==> config.mk <==
export PLATFORM = sky130hd
export DESIGN_NAME = muldiv_ctrl
export DESIGN_NICKNAME = d
export VERILOG_FILES = /design/src/rtl/muldiv_ctrl.sv
export SDC_FILE = /design/constraint.sdc
export NUM_CORES = 1
export LEC_CHECK = 0
export CAP_MARGIN = 20
export CORE_MARGIN = 5
export CORE_UTILIZATION = 29
export DETAILED_ROUTE_END_ITERATION = 10
export PLACE_DENSITY = 0.64
export REMOVE_ABC_BUFFERS = 1
export SLEW_MARGIN = 20
export SYNTH_ARGS = -nofsm -noshare
export SYNTH_HDL_FRONTEND = slang
export SYNTH_SLANG_ARGS = --single-unit
==> constraint.sdc <==
create_clock -name Clock -period 2.25 [get_ports Clock]
set_input_delay 0.225 -clock Clock [delete_from_list [all_inputs] [get_ports Clock]]
set_output_delay 0.225 -clock Clock [all_outputs]
set_load 0.03 [all_outputs]
==> src/rtl/muldiv_ctrl.sv <==
// muldiv_ctrl: sequencer between the control unit and the multi-cycle
// multiplier/divider. Owns the architectural HI/LO registers, issues start
// pulses, waits for the unit's stop flag, commits results, and stalls the
// pipeline while an operation is in flight.
module muldiv_ctrl #(
  parameter int unsigned TIMEOUT = 40,
  parameter int unsigned CNT_W   = 6
) (
  input  logic        Clock,
  input  logic        Reset,
  input  logic        OpValid,
  input  logic [2:0]  Op,
  input  logic [31:0] OpA,
  input  logic [31:0] OpB,
  output logic        MultStart,
  output logic [31:0] MultA,
  output logic [31:0] MultB,
  input  logic        MultStop,
  input  logic [31:0] MultHI,
  input  logic [31:0] MultLO,
  output logic        DivStart,
  output logic [31:0] DivA,
  output logic [31:0] DivB,
  input  logic        DivStop,
  input  logic [31:0] DivHI,
  input  logic [31:0] DivLO,
  output logic [31:0] HI,
  output logic [31:0] LO,
  output logic        Stall,
  output logic        Done,
  output logic        DivZero,
  output logic        Timeout
);

  localparam logic [2:0] OP_MULT = 3'b001;
  localparam logic [2:0] OP_DIV  = 3'b010;
  localparam logic [2:0] OP_MTHI = 3'b011;
  localparam logic [2:0] OP_MTLO = 3'b100;

  typedef enum logic [2:0] {
    IDLE, MUL_START, MUL_WAIT, DIV_START, DIV_WAIT, COMMIT
  } state_t;

  state_t           state, state_nxt;
  logic [CNT_W-1:0] cnt;
  logic             is_div;
  logic             req_mult, req_div, req_dz, wr_hi, wr_lo;
  logic             in_wait, unit_stop, stop_ok, to_hit;

  // Request decode; only meaningful while IDLE.
  always_comb begin
    req_mult = OpValid && (Op == OP_MULT);
    req_div  = OpValid && (Op == OP_DIV) && (OpB != '0);
    req_dz   = OpValid && (Op == OP_DIV) && (OpB == '0);
    wr_hi    = OpValid && (Op == OP_MTHI);
    wr_lo    = OpValid && (Op == OP_MTLO);
  end

  // Next-state logic, wait-state exit conditions and the combinational stall.
  always_comb begin
    state_nxt = state;
    in_wait   = (state == MUL_WAIT) || (state == DIV_WAIT);
    unit_stop = (state == DIV_WAIT) ? DivStop : MultStop;
    // First wait cycle (cnt == 0) masks a stop flag left over from the last op.
    stop_ok   = in_wait && unit_stop && (cnt != '0);
    // Stop has priority over timeout when both land on the same cycle.
    to_hit    = in_wait && !stop_ok && (cnt == CNT_W'(TIMEOUT - 1));
    case (state)
      IDLE: begin
        if (req_mult)     state_nxt = MUL_START;
        else if (req_div) state_nxt = DIV_START;
      end
      MUL_START: state_nxt = MUL_WAIT;
      DIV_START: state_nxt = DIV_WAIT;
      MUL_WAIT, DIV_WAIT: begin
        if (stop_ok)     state_nxt = COMMIT;
        else if (to_hit) state_nxt = IDLE;
      end
      COMMIT:  state_nxt = IDLE;
      default: state_nxt = IDLE;
    endcase
    Stall = (state inside {MUL_START, MUL_WAIT, DIV_START, DIV_WAIT}) ||
            ((state == IDLE) && (req_mult || req_div));
  end

  // State register.
  always_ff @(posedge Clock or negedge Reset) begin
    if (!Reset) state <= IDLE;
    else        state <= state_nxt;
  end

  // Registered pulses and the wait counter, decoded from the upcoming state.
  always_ff @(posedge Clock or negedge Reset) begin
    if (!Reset) begin
      MultStart <= 1'b0;
      DivStart  <= 1'b0;
      Done      <= 1'b0;
      DivZero   <= 1'b0;
      Timeout   <= 1'b0;
      cnt       <= '0;
    end else begin
      MultStart <= (state_nxt == MUL_START);
      DivStart  <= (state_nxt == DIV_START);
      Done      <= (state_nxt == COMMIT);
      DivZero   <= (state == IDLE) && req_dz;
      Timeout   <= to_hit;
      if ((state == MUL_START) || (state == DIV_START)) cnt <= '0;
      else if (in_wait)                                 cnt <= cnt + CNT_W'(1);
    end
  end

  // Operand latches, unit tracking flag and architectural HI/LO.
  always_ff @(posedge Clock or negedge Reset) begin
    if (!Reset) begin
      MultA  <= '0;
      MultB  <= '0;
      DivA   <= '0;
      DivB   <= '0;
      HI     <= '0;
      LO     <= '0;
      is_div <= 1'b0;
    end else begin
      case (state)
        IDLE: begin
          if (req_mult) begin
            MultA  <= OpA;
            MultB  <= OpB;
            is_div <= 1'b0;
          end else if (req_div) begin
            DivA   <= OpA;
            DivB   <= OpB;
            is_div <= 1'b1;
          end
          if (wr_hi) HI <= OpA;
          if (wr_lo) LO <= OpA;
        end
        COMMIT: begin
          HI <= is_div ? DivHI : MultHI;
          LO <= is_div ? DivLO : MultLO;
        end
        default: ;
      endcase
    end
  end

endmodule

# Yosys cells after proc, flatten, opt, wreduce, memory -nomap -nowiden
# Index checks and enable logic that the tools add are counted.
[word_totals]
reg_bits = 207
inputBits = 200
output_inout_bits = 198
wordCells = 78
[op_classes]
n_addsub = 1
n_eq_ne = 15
mux = 16
bitwise = 1
n_reduce_logical = 31
[op_table]
columns = ["op", "count"]
rows = [
  ["$mux W32", 4],
  ["$pmux W32 S2", 2],
  ["$logic_not A32 Y1", 1],
  ["$reduce_bool A32 Y1", 1],
  ["$eq A3 B2 Y1 const B", 5],
  ["$eq A3 B3 Y1 const B", 4],
  ["$logic_and A1 B1 Y1", 12],
  ["$mux W3", 4],
  ["$mux W6", 2],
  ["$pmux W3 S4", 1],
  ["$eq A3 B1 Y1 const B", 3],
  ["$reduce_and A2 Y1", 4],
  ["$add A6 B1 Y6 const B", 1],
  ["$eq A6 B6 Y1 const B", 1],
  ["$reduce_bool A2 Y1", 3],
  ["$reduce_bool A6 Y1", 1],
  ["$logic_or A1 B1 Y1", 4],
  ["$ne A2 B2 Y1 const B", 2],
  ["$reduce_bool A4 Y1", 1],
  ["$logic_not A3 Y1", 1],
  ["$mux W1", 3],
  ["$reduce_and A3 Y1", 1],
  ["$reduce_or A2 Y1", 1],
  ["$logic_not A1 Y1", 1],
  ["$not A1 Y1", 1],
]

# Logic depth before layout (Yosys ltp)
[logic_depth]
word_depth = 11
depth_mapped = 7
mapped_depth_nobuf = 5

# Least setup slack after synthesis
# No wires, ideal clock.
[synth_path]
kind = "register -> output"
start = "register state[1]"
end = "output port Stall"
t_arrival_ns = 1.800
required_ns = 2.025
setup_slack_ns = 0.225
stages_incl_launch_ff = 8
path_buffers = 3
cell_sequence = "dfrtp_1 > nor4b_4 > and4_1 > clkbuf_1 > buf_4 > buf_4 > inv_1 > nand3_1"
[synth_via]
elab_chain_len = 3
elab_cells_between_ends = 8
cone_classes = "eq/ne: 4; reduce/logical: 4"
[synth_lines]
columns = ["element", "line", "text"]
rows = [
  ["from (decl)", "44", "state_t state, state_nxt;"],
  ["from (signal assigned)", "89", "else state <= state_nxt;"],
  ["$eq A3 B1 Y1, or another cell as far along", "82", "Stall = (state inside {MUL_START, MUL_WAIT, DIV_START, DIV_WAIT}) ||"],
  ["$reduce_bool A4 Y1 / $logic_and A1 B1 Y1 (equally long branches)", "82, 83", ""],
  ["$logic_or A1 B1 Y1 (*)", "82", ""],
  ["to (decl)", "29", "output logic Stall,"],
]
# Every way passes the cells marked *; elsewhere a longest branch is shown, timed or not.

# Worst setup path after layout
# Same ends and word-level chain as after synthesis.

==> run metrics <==
HPWL reported at the end of detailed placement 22.5 mm; overall routed net length 29.8 mm; crit path max fanout 3; utilization after layout approximately 48%; number of detailed-routing iterations run before antenna repair 4; endpoint required time on the critical path roughly 2.0 ns; wire length of the first global-routing pass 46.9 mm; number of diodes added for antenna fixing 0; Achievable Freq ~0.46 GHz; post-synth top area cell sky130_fd_sc_hd__dfrtp_1; library cells used by synthesis 35; number of synthesis warnings 0; number of buffers inserted by port buffering just under 400; number of synthesized flops with an enable pin 0; unrepaired setup endpoints after global routing no; grt total ovfl 0; worst-case vdd ir drop between 0.7 and 0.8 mV; CP max-delay cell sky130_fd_sc_hd__dfrtp_2; cell total after placement around 1,500; horizontal extent of the die approximately 190 um; areal power density over the cells roughly 1500 mW/mm^2; transition at the pin with the smallest max-transition slack 0.504 ns; global routing met1 resource utilization 19.8%; via count of the routed design 7,215; Global Route met3 Usage under 10%; synthesized area about 0.0090 sq mm; total power consumption of the routed design ~22,000 uW; Leak Pwr 0.00665 uW; most heavily used metal layer in global routing met2; setup violation total in the final timing report 0; asr flop ratio synth 100%; kind of start point of the critical path flop; worst rel slew slack between 60 and 70%; met2 track demand over resource between 20% and 30%; most common cell after layout, fill and taps aside sky130_fd_sc_hd__clkdlybuf4s50_1; die footprint roughly 0.035 sq mm; top-level port count slightly below 400; Crit Path Category reg -> out; Antenna Nets Post-Route 0; endpoint kind of the worst setup timing path output port; number of cells on the critical path 5; Hold Worst Slack 0.230 ns; CP arrival 1.93 ns; count of non-filler cells in the finished layout between 1,500 and 2,000; HP Class in -> async; clock-pin slew on the worst setup and hold paths roughly 0.060 ns; final count of hold timing violations 0; net count reported at finish ~1,300; TritonCTS clock tree yes; highest-count cells in the layout ignoring fill and taps sky130_fd_sc_hd__clkdlybuf4s50_1 (395), sky130_fd_sc_hd__dfrtp_1 (204), sky130_fd_sc_hd__mux2_2 (128); number of H-tree levels 1; Worst path max stage delay between 0.4 and 0.5 ns; share of synthesized area occupied by flip-flops and latches a little under three fifths; initial antenna violation count 1; post-synthesis to final-layout area growth 63.3%; fraction of post-synthesis cell area in the top cell type by area between 50% and 60%; time the worst path needs with I/O delays and setup approximately 2.2 ns; result of the run complete, no violations; placed cell areas around 0.014 sq mm; Clk Latency, worst-skew pair between 0.5 and 0.6 ns; post-route fraction of the period consumed by the critical path 95.8%; count of pins over their slew limit 0; largest cells by area after synthesis sky130_fd_sc_hd__dfrtp_1 (57%), sky130_fd_sc_hd__mux2_2 (16%), sky130_fd_sc_hd__mux2i_1 (7.2%); number of synthesized register bits 207; count of mapped cells out of synthesis 674; R2R cell count 7; remaining routing DRC violations 0; gp weighted congestion ~0.82; maximum buffer depth of the clock tree 3; initial drt markers around 280; area taken by multi-input logic gates ~0.0037 sq mm; row count 64; Num Clock Sinks just over 200; vertical die dimension roughly 190 um; max-cap violations 0; average size of a mapped cell 13.4 sq um; Std-Cell Core Area 0.0307 sq mm; via count of the first global-routing pass just under 8,000; post-detailed-route via-to-cell ratio ~4.7; filler cell count in the final layout 2,734; maximum number of pins on one net before global-route repair 70; Wirelength per Cell between 15 and 20 um; crit path cell chain nor4b_4 > nand4_1 > o21bai_4 > nand3_2 > buf_6; buffer cell driving the clock tree root sky130_fd_sc_hd__clkbuf_16; Worst Clk Skew approximately 0.0073 ns; post-route design area 0.0147 sq mm; number of buffers and inverters on the critical path 1; Register Area 0.00519 sq mm; family with the most delay on the worst path simple AND/OR/NAND/NOR gates; primary flip-flop cell chosen by synthesis mapping sky130_fd_sc_hd__dfrtp_1; share of cells above drive strength 1 around 22%; total CTS buffers 24; effective utilization at floorplan approximately 29%; Tot GR Track Use between 15 and 20%
-- repair_timing --
action / in CTS / in global routing
endpoints found under the setup margin: 1 / 2
gates resized for setup: 6 / 2
hold endpoints to repair: 43 / 0
setup buffers: 16 / 4
hold buffers: 1 / 0
pin swaps: 4 / 5
-- flip-flops by register name, indices dropped and copies added (netlist names) --
signal / flops
Done: 1
LO: 32
DivB: 32
DivA: 32
MultB: 32
Timeout: 1
state: 3
HI: 32
MultStart: 1
MultA: 32
DivZero: 1
is_div: 1
DivStart: 1
cnt: 6
-- layer usage --
| layer | wire, um | vias to the layer above | part of all wire, % |
|---|---|---|---|
| met3 | 1890 | 54 | 6.4 |
| li1 | - | 3371 | - |
| met2 | 15200 | 230 | 51 |
| met5 | 13 | - | 0.044 |
| met1 | 11800 | 3558 | 39 |
| met4 | 953 | 2 | 3.2 |
-- report_power, final --
part / internal [uW] / switching [uW] / leakage (uW)
sequential: 5490 / 932 / 0.00256
clock: 2240 / 1510 / 0.000368
combinational: 5290 / 6350 / 0.00372
-- cells in the mapped netlist, drive strengths merged, types with 2 or more instances --
cell	count
a211oi	64
a21o	64
a41oi	2
buf	30
clkbuf	17
dfrtp	207
ha	2
inv	8
mux2	128
mux2i	65
nand2	3
nand3	3
nand3b	2
nand4	4
nor2	41
nor3	4
nor3b	2
nor4	9
xnor2	6
-- layout make-up --
type	count	share of cell area, %
well taps	396	3.36
clock inverters	6	0.390
flip-flops and latches	207	35.2
multi-input cells	412	24.8
inverters	8	0.204
clock buffers	35	4.70
repair buffers	466	31.4
-- path summary, 6_finish.rpt --
path,endpoint,from,slack [ns]
min reg2reg,LO[0],LO[0],0.47
max in group asynchronous,LO[31],Reset,1.30
max reg2reg,DivA[17],state[1],0.13
min in group Clock,MultA[25],OpA[25],0.40
min,MultB[25],Reset,0.23
max,Stall,state[1],0.09
-- stage by stage --
step           TNS, ns  setup WS, ns
6_report             0        0.0940
5_1_grt              0       0.00107
4_1_cts              0        0.0155
3_5_place_dp     -7.97        -0.167
3_3_place_gp     -7.12        -0.147
2_1_floorplan  -166.46         -1.76
-- kinds of logic after synthesis --
kind of cell,Yosys count,synth area share [%]
AO/OA/AOI/OAI,137,11.7
XOR/XNOR,6,0.582
adder cells (fa/ha/maj),2,0.277
buffers and inverters,55,2.81
flip-flops,207,57.3
multiplexers,193,23.2
AND/OR/NAND/NOR,74,4.14
No activity file was read; power rests on OpenSTA's default activity.
